`config.mk`:
```
export PLATFORM = sky130hd
export DESIGN_NAME = serializer
export DESIGN_NICKNAME = d
export VERILOG_FILES = /design/src/rtl/serdes_pkg.sv /design/src/rtl/serializer.sv
export SDC_FILE = /design/constraint.sdc
export NUM_CORES = 1
export LEC_CHECK = 0
export CAP_MARGIN = 20
export CORE_UTILIZATION = 55
export CTS_BUF_LIST = sky130_fd_sc_hd__clkbuf_4 sky130_fd_sc_hd__clkbuf_8 sky130_fd_sc_hd__clkbuf_16
export DETAILED_ROUTE_END_ITERATION = 6
export PLACE_DENSITY_LB_ADDON = 0.12
export SYNTH_ARGS = -nofsm -noshare
export SYNTH_HDL_FRONTEND = slang
export SYNTH_SLANG_ARGS = --single-unit
```
`constraint.sdc`:
```
create_clock -name clk_i -period 3.72 [get_ports clk_i]
set_input_delay 0.372 -clock clk_i [delete_from_list [all_inputs] [get_ports clk_i]]
set_output_delay 0.372 -clock clk_i [all_outputs]
set_load 0.01 [all_outputs]
```
`src/rtl/serdes_pkg.sv`:
```
// serdes_pkg: constants and state type shared by the serializer and deserializer
package serdes_pkg;
  localparam int DATA_W = 16;
  localparam int MIN_LEN = 3;
  typedef enum logic {IDLE, SHIFT} state_t;
endpackage

```
`src/rtl/serializer.sv`:
```
// serializer: parallel word to MSB-first serial bit stream with per-bit valid
module serializer
  import serdes_pkg::*;
#(
  parameter int DATA_W_P = DATA_W,
  parameter int MOD_W = $clog2(DATA_W_P),
  parameter int MIN_LEN_P = MIN_LEN
) (
  input  logic              clk_i,
  input  logic              srst_i,
  input  logic [DATA_W_P-1:0] data_i,
  input  logic [MOD_W-1:0]  data_mod_i,
  input  logic              data_val_i,
  output logic              ser_data_o,
  output logic              ser_data_val_o,
  output logic              busy_o
);
  localparam logic [MOD_W:0] FULL = (MOD_W+1)'(DATA_W_P);
  state_t state;
  logic [DATA_W_P-1:0] sreg;
  logic [MOD_W:0] cnt, len;
  logic legal;
  assign legal = (data_mod_i == '0) || (data_mod_i >= MOD_W'(MIN_LEN_P));
  // accept a legal request in IDLE, then shift one bit per cycle until len bits are sent
  always_ff @(posedge clk_i or posedge srst_i) begin
    if (srst_i) begin
      state <= IDLE;
      sreg  <= '0;
      cnt   <= '0;
      len   <= '0;
    end else if (state == IDLE) begin
      if (data_val_i && legal) begin
        state <= SHIFT;
        sreg  <= data_i;
        len   <= (data_mod_i == '0) ? FULL : {1'b0, data_mod_i};
        cnt   <= '0;
      end
    end else begin
      sreg  <= sreg << 1;
      state <= (cnt == len - 1'b1) ? IDLE : SHIFT;
      cnt   <= (cnt == len - 1'b1) ? '0 : cnt + 1'b1;
    end
  end
  // outputs decode registered state only, so reset clears them without a clock
  always_comb begin
    busy_o         = (state == SHIFT);
    ser_data_val_o = (state == SHIFT);
    ser_data_o     = (state == SHIFT) & sreg[DATA_W_P-1];
  end
endmodule

```
==> flow_summary.ini, run 1 <==
[critical_path]
required_ns = 3.35
r2r_end = cnt[3]
reg2reg_depth = 6
slowest_delay_ns = 0.61
crit_path_end_kind = primary output
path_class = reg2out
cp_slowest_cell = clkdlybuf4s50_1
crit_fanout = 36
crit_buf_inv = 2
critPathTopFamily = buffers and inverters
crit_arrival_ns = 1.82
r2r_slack_ns = 1.85
worstPathCellList = buf_4, clkdlybuf4s50_1
critPathLaunchType = register
r2r_start = len[0]

[clock_tree]
path_clk_slew_ns = 0.14
cts_hold_buf = 0
cts_resized = 0
cts_buffers = 3
cts_max_level = 1
cts_root_buf = clkbuf_4
clkLatencyLatePin_ns = 0.31
cts_sinks = 27
cts_tree = yes
cts_setup_buffers = 0
clockBufferDepth = 2

[detailed_routing]
drcViolationCount = 0
drtAntennaViolNets = 0
vias_per_cell = 5.48
totalWireLength_mm = 2.63
drt_pass1_iterations = 4
vias = 981
wire_per_inst_um = 14.7
drt_iter0_drc = 6

[sta]
fmax_ghz = 0.456
finalClockSkew_ns = 0.00695
hold_ws_ns = 0.301
worst_slew_pin_slew_ns = 0.445
min_period_ns = 2.19
rsz0062_at_grt = false
slew_headroom_pct = 70.3
finalHoldViolCount = 0
setup_violations = 0
finalCritPeriodShare_pct = 59.0
fin_setup_tns_ns = 0
slew_violations = 0

[power_and_ir_drop]
max-vdd-ir-drop_mv = 0.479
powerDensity_nw_per_um2 = 654
leakagePower_uw = 0.000763

[grt]
grt_pass1_wl_mm = 4.73
grt_pass1_vias = 1047
grt-ovfl-total = 0
grt_max_degree = 37
track_usage_pct = 23.9
antenna_found_initial = 0

[synthesis]
syn_inst = 127
synth_common_cells = dfrtp_1, nand2_1, mux2i_1
syn_avg_cell_area_sq_um = 11.1
synth_nets = 152
synth_edf_count = 0
synth_most_common_cell = dfrtp_1
synth.largest_area_cell = dfrtp_1
synth_top_cell_area_share_pct = 48.0
synth_ff_type = dfrtp_1
syn-cell-area_sq_um = 1410
yosysWarnings = 0
ys_types = 32
synth_area_leaders = dfrtp_1, mux2i_1, nand2_1
async_flop_share_pct = 100
yosysSeqAreaShare_pct = 48.0
ys_ff_latch = 27

[place]
hpwl_mm = 1.96
place_congestion = 0.661
placed_area_sq_um = 1650
io_buffer_count = 25

[floorplan]
core_sq_um = 2320
io_pins = 26
die_h_um = 52.6
initial_utilization_pct = 60.7
dieArea_sq_um = 2770
die_w_um = 52.6
rows = 17

[outcome]
outcome = finished clean

[final_layout]
utilization_pct = 73.7
final_nets = 177
final_area_sq_um = 1710
antenna_cells = 0
drive_above_1_share_pct = 10.6
fillers = 176
area_growth_pct = 21.3

[min_path]
hold_class = in2async

[run]
drv_cap = 0
==> where the power goes <==
group | internal (uW) | switching [uW]
combinational | 239 | 234
sequential | 408 | 106
clock | 49.1 | 81.0
total | 697 | 421
==> cell type report <==
type	instances	area (sq um)	share of cell area [%]
clock buffers	4	30.0	1.76
inverters	3	11.3	0.659
multi-input cells	89	663	38.8
flip-flops and latches	27	676	39.6
repair buffers	28	293	17.1
well taps	28	35.0	2.05
==> placed cells by master (no fill, tap or decap) <==
cell / n
clkdlybuf4s50_1: 25
o21ai_2: 1
nand3_1: 1
dfrtp_1: 27
o31ai_4: 1
inv_1: 3
o21ai_0: 7
nand4_1: 1
a31oi_1: 1
o21ai_1: 7
mux2i_1: 17
xor2_1: 4
nand2b_1: 1
xnor2_1: 6
and3_1: 1
and2_1: 1
ha_1: 2
buf_4: 2
a2111oi_4: 1
mux2_2: 5
nand2_1: 19
o2bb2ai_1: 4
nor2b_1: 1
nor3_1: 1
nor4_1: 1
o21bai_1: 1
a211oi_1: 2
clkbuf_4: 4
nor2_2: 1
buf_16: 1
nor2_1: 2
==> per-layer routing <==
metal	up-vias	GRT usage, %	share of wire [%]
li1	491	-	-
met1	477	28.4	43
met2	11	44.1	55
met3	2	2.61	1.4
met4	0	7.89	0.65
met5	-	0	0
==> kinds of logic (layout without fill, tap and decap cells) <==
kind of cell	after synthesis	after routing	synth area share, %
adder cells (fa/ha/maj)	2	2	1.78
flip-flops	27	27	48.0
buffers and inverters	11	35	5.51
multiplexers	22	22	16.1
AND/OR/NAND/NOR	30	30	9.42
XOR/XNOR	10	10	6.22
AO/OA/AOI/OAI	25	25	13.0
==> how the worst max path moves through the flow <==
| stage | from | depth (start not counted) | slack, ns | endpoint |
|---|---|---|---|---|
| floorplan | len[0] | 6 | 2.10 | cnt[2] |
| global route | busy_o | 2 | 1.40 | busy_o |
| CTS | busy_o | 2 | 1.51 | busy_o |
| global placement | data_mod_i[0] | 6 | 1.55 | len[0] |
| finish | busy_o | 2 | 1.53 | busy_o |
| detailed placement | data_mod_i[0] | 6 | 1.51 | len[4] |
==> metrics by stage <==
step	total power, uW	instances	setup WS, ns
2_1_floorplan	878	127	2.10
3_3_place_gp	961	174	1.55
3_5_place_dp	998	174	1.51
4_1_cts	1130	178	1.51
5_1_grt	1220	179	1.40
6_report	1120	179	1.53
==> state kept, by name, indices dropped and copies added (netlist names) <==
signal and flops:
len 5, sreg 16, busy_o 1, cnt 5
Power figures use the tool's default switching activity.
==> run 2, diff against run 1 <==
CORE_UTILIZATION = 46   (was 55)
clock period = 2 ns   (was 3.72 ns; I/O delays follow)
==> run 2 against run 1 <==
Net effect: sequential power up 86%; total power up 85%; critical path type unchanged; combinational power up 81%; first-iteration DRC count rose to 5.5 times the previous value; setup slack worse by 1.4 ns.
==> flow_summary.ini, run 2 (synthesis gave the netlist of run 1 again) <==
[outcome]
outcome = finished clean

[clock_tree]
cts_root_buf = clkbuf_4
path_clk_slew_ns = 0.14
cts_tree = yes
cts_hold_buf = 0
cts_sinks = 27
cts_max_level = 1
cts_setup_buffers = 0
clockBufferDepth = 2
cts_buffers = 3
cts_resized = 0
clkLatencyLatePin_ns = 0.33

[power_and_ir_drop]
power_uw = 2060
p_comb_share_pct = 41.5
leakagePower_uw = 0.000755
clkPwrFrac_pct = 12.1
powerDensity_nw_per_um2 = 1220
p_switching_uw = 773
switching_share_pct = 37.5
power.internal_uw = 1290
pwr-share-seq_pct = 46.4
max-vdd-ir-drop_mv = 0.554

[sta]
slew_violations = 0
setup_violations = 0
min_period_ns = 1.85
fmax_ghz = 0.542
worst_slew_pin_slew_ns = 0.443
slew_headroom_pct = 70.4
finalCritPeriodShare_pct = 92.3
finalHoldViolCount = 0
fin_setup_tns_ns = 0
rsz0062_at_grt = false
hold_ws_ns = 0.208
finalClockSkew_ns = 0.00444

[floorplan]
initial_utilization_pct = 49.8
die_h_um = 57.3
die_w_um = 57.3
dieArea_sq_um = 3290
rows = 19
core_sq_um = 2830
io_pins = 26

[place]
hpwl_mm = 1.79
io_buffer_count = 25
place_congestion = 0.762

[critical_path]
crit_fanout = 13
crit_arrival_ns = 1.65
critPathLaunchType = register
path_class = reg2out
required_ns = 1.80
crit_path_end_kind = primary output

[run]
drv_cap = 0

[final_layout]
antenna_cells = 0
area_growth_pct = 20.2
largest-register = sreg
reg_top3 = sreg x16, cnt x5, len x5
utilization_pct = 59.8
drive_above_1_share_pct = 10.6
fillers = 246
final_cell_mix = dfrtp_1, clkdlybuf4s50_1, nand2_1, mux2i_1
largest_register_ffs = 16
mostFrequentLayoutCell = dfrtp_1
final_nets = 177

[grt]
antenna_found_initial = 0
grt-ovfl-total = 0
grt_pass1_vias = 1006
grt_max_degree = 33
grt_pass1_wl_mm = 4.27
track_usage_pct = 17.3

[detailed_routing]
drcViolationCount = 0
drtAntennaViolNets = 0
vias_per_cell = 5.38
drt_iter0_drc = 33
vias = 979
wire_per_inst_um = 13.3
drt_pass1_iterations = 4
totalWireLength_mm = 2.43

[min_path]
hold_class = in2async
run 2: layout make-up:
| type | count | area, sq um | share of cell area [%] |
|---|---|---|---|
| clock buffers | 4 | 30.0 | 1.78 |
| inverters | 3 | 11.3 | 0.666 |
| multi-input cells | 89 | 663 | 39.2 |
| flip-flops and latches | 27 | 676 | 39.9 |
| well taps | 31 | 38.8 | 2.29 |
| repair buffers | 28 | 273 | 16.1 |
run 2: critical path: stages, from the launching register on:
cell and delay [ns]:
dfrtp_1 0.60, and2_1 0.19, clkdlybuf4s50_1 0.53
run 2: through the flow:
stage / area (sq um) / setup WS [ns] / std cells
2_1_floorplan: 1410 / 0.377 / 127
3_3_place_gp: 1660 / 0.184 / 178
3_5_place_dp: 1660 / 0.104 / 178
4_1_cts: 1690 / 0.118 / 182
5_1_grt: 1690 / 0.0448 / 182
6_report: 1690 / 0.154 / 182
run 2: path summary, 6_finish.rpt:
path / start / slack, ns / end / cells after the start
min: srst_i / 0.21 / sreg[13] / 3
min in group clk_i: data_i[10] / 0.48 / sreg[10] / 3
max reg2reg: len[0] / 0.16 / busy_o / 6
max: busy_o / 0.15 / ser_data_o / 2
min reg2reg: sreg[13] / 0.50 / sreg[14] / 2
max in group asynchronous: srst_i / 1.54 / cnt[4] / 3
run 2: layer usage:
layer / track usage (%) / up-vias / share of wire (%)
met5: 0 / - / 0
met4: 7.32 / 0 / 1.5
met3: 3.40 / 4 / 3.0
met2: 31.3 / 18 / 51
met1: 20.1 / 466 / 44
li1: - / 491 / -
run 2: power groups by stage:
stage | registers (uW) | logic, uW | clock network [uW]
2_1_floorplan | 897 | 735 | 0
3_3_place_gp | 962 | 834 | 0
3_5_place_dp | 972 | 863 | 0
4_1_cts | 958 | 868 | 261
5_1_grt | 989 | 971 | 275
6_report | 958 | 856 | 250
==> run 3, diff against run 2 <==
--- a/config.mk
+++ b/config.mk
@@ -9,4 +9,5 @@
 export CORE_UTILIZATION = 46
 export CTS_BUF_LIST = sky130_fd_sc_hd__clkbuf_4 sky130_fd_sc_hd__clkbuf_8 sky130_fd_sc_hd__clkbuf_16
+export CTS_CLUSTER_DIAMETER = 150
 export DETAILED_ROUTE_END_ITERATION = 6
 export PLACE_DENSITY_LB_ADDON = 0.12
==> constraint.sdc (replaced) <==
create_clock -name clk_i -period 2 [get_ports clk_i]
set_input_delay 0.4 -clock clk_i [delete_from_list [all_inputs] [get_ports clk_i]]
set_output_delay 0.4 -clock clk_i [all_outputs]
set_load 0.01 [all_outputs]
==> run 3 against run 2 <==
Net effect: clock-buffer cell count down 1; sequential power decreased by 1%; register-to-register slack barely moved; combinational power grew 2.9%; critical path depth grew 4; flip-flop and latch count stayed put; setup slack worse by 0.0094 ns; hold slack better by 0.19 ns; die area stayed put; total power decreased by 0.30%.
==> flow_summary.ini, run 3 (synthesis gave the netlist of run 1 again) <==
[clock_tree]
cts_setup_buffers = 0
cts_buffers = 3
clkLatencyLatePin_ns = 0.32
cts_tree = yes
path_clk_slew_ns = 0.14
cts_sinks = 27
cts_hold_buf = 0
cts_resized = 0
clockBufferDepth = 2
cts_max_level = 1
cts_root_buf = clkbuf_4

[sta]
hold_ws_ns = 0.403
finalCritPeriodShare_pct = 92.7
rsz0062_at_grt = false
fmax_ghz = 0.539
fin_setup_tns_ns = 0
setup_ws_ns = 0.145
setup_violations = 0
slew_headroom_pct = 69.1
finalClockSkew_ns = 0.0113
slew_violations = 0
finalHoldViolCount = 0
worst_slew_pin_slew_ns = 0.463
min_period_ns = 1.85

[critical_path]
reg2reg_depth = 6
r2r_start = len[0]
slowest_delay_ns = 0.53
critPathTopFamily = compound AO/OA/AOI/OAI gates
path_class = reg2reg
r2r_slack_ns = 0.15
crit_buf_inv = 1
crit_path_end_kind = register
critPathLaunchType = register
crit_fanout = 6
worstPathCellList = inv_1, ha_1, xnor2_1, o2bb2ai_1, a2111oi_4, a211oi_1
crit_arrival_ns = 2.06
cp_slowest_cell = a2111oi_4
r2r_end = cnt[3]
required_ns = 2.21

[min_path]
hold_class = in2async

[place]
hpwl_mm = 1.85
place_worst_setup_slack_ns = -0.0215
placedCellCount = 179
place_congestion = 0.778
io_buffer_count = 25

[grt]
grt_pass1_vias = 989
antenna_found_initial = 0
grt_pass1_wl_mm = 4.37
grt_max_degree = 33
track_usage_pct = 17.4
grt-ovfl-total = 0

[final_layout]
antenna_cells = 0
largest_register_ffs = 16
final_cell_mix = dfrtp_1, clkdlybuf4s50_1, nand2_1, mux2i_1
area_growth_pct = 21.4
largest-register = sreg
mostFrequentLayoutCell = dfrtp_1
stdcell_count = 183
reg_top3 = sreg x16, cnt x5, len x5
multi_input_area_sq_um = 663
seq_area_sq_um = 676
final_nets = 178
drive_above_1_share_pct = 11.2
fillers = 234

[power_and_ir_drop]
max-vdd-ir-drop_mv = 0.470
powerDensity_nw_per_um2 = 1200
leakagePower_uw = 0.000764

[floorplan]
initial_utilization_pct = 49.8
core_sq_um = 2830
die_h_um = 57.3
dieArea_sq_um = 3290
io_pins = 26
rows = 19
die_w_um = 57.3

[detailed_routing]
drcViolationCount = 0
drtAntennaViolNets = 0
drt_pass1_iterations = 4
vias = 974
totalWireLength_mm = 2.44
drt_iter0_drc = 21
vias_per_cell = 5.32
wire_per_inst_um = 13.3

[run]
drv_cap = 0

[outcome]
outcome = finished clean
run 3: area by class of cell:
type,instances,share of cell area (%)
Clock inverter,1,0.293
Tap cell,31,2.27
Multi-Input combinational cell,89,38.8
Sequential cell,27,39.5
Clock buffer,3,1.32
Timing Repair Buffer,29,17.1
Inverter,3,0.659
run 3: stage by stage:
stage               util (%)  area (sq um)  power, uW
finish                  60.4          1710       2060
global route            60.4          1710       2230
CTS                     60.4          1710       2090
detailed placement      59.4          1680       1860
global placement        59.4          1680       1810
floorplan                  -          1410       1630
run 3: worst min-delay path, cell delays in order:
cell,delay (ns)
clkdlybuf4s50_1,0.39
inv_1,0.05
buf_4,0.31
run 3: report_power, final:
part           internal, uW  switching (uW)
combinational           450             430
clock                  74.9             157
sequential              759             186
total                  1280             773
run 3: worst max-delay path by stage:
stage,endpoint,cells after the start,startpoint
2_1_floorplan,cnt[2],6,len[0]
3_3_place_gp,len[1],5,data_mod_i[0]
3_5_place_dp,len[4],5,data_mod_i[0]
4_1_cts,cnt[3],6,len[0]
5_1_grt,cnt[2],6,len[0]
6_report,cnt[3],6,len[0]
run 3: per-layer routing:
| metal | vias to the layer above | track usage, % | share of wire [%] |
|---|---|---|---|
| met5 | - | 0 | 0 |
| met4 | 0 | 6.27 | 1.7 |
| met3 | 4 | 2.04 | 2.1 |
| met2 | 12 | 31.9 | 52 |
| met1 | 466 | 20.9 | 44 |
| li1 | 492 | - | - |
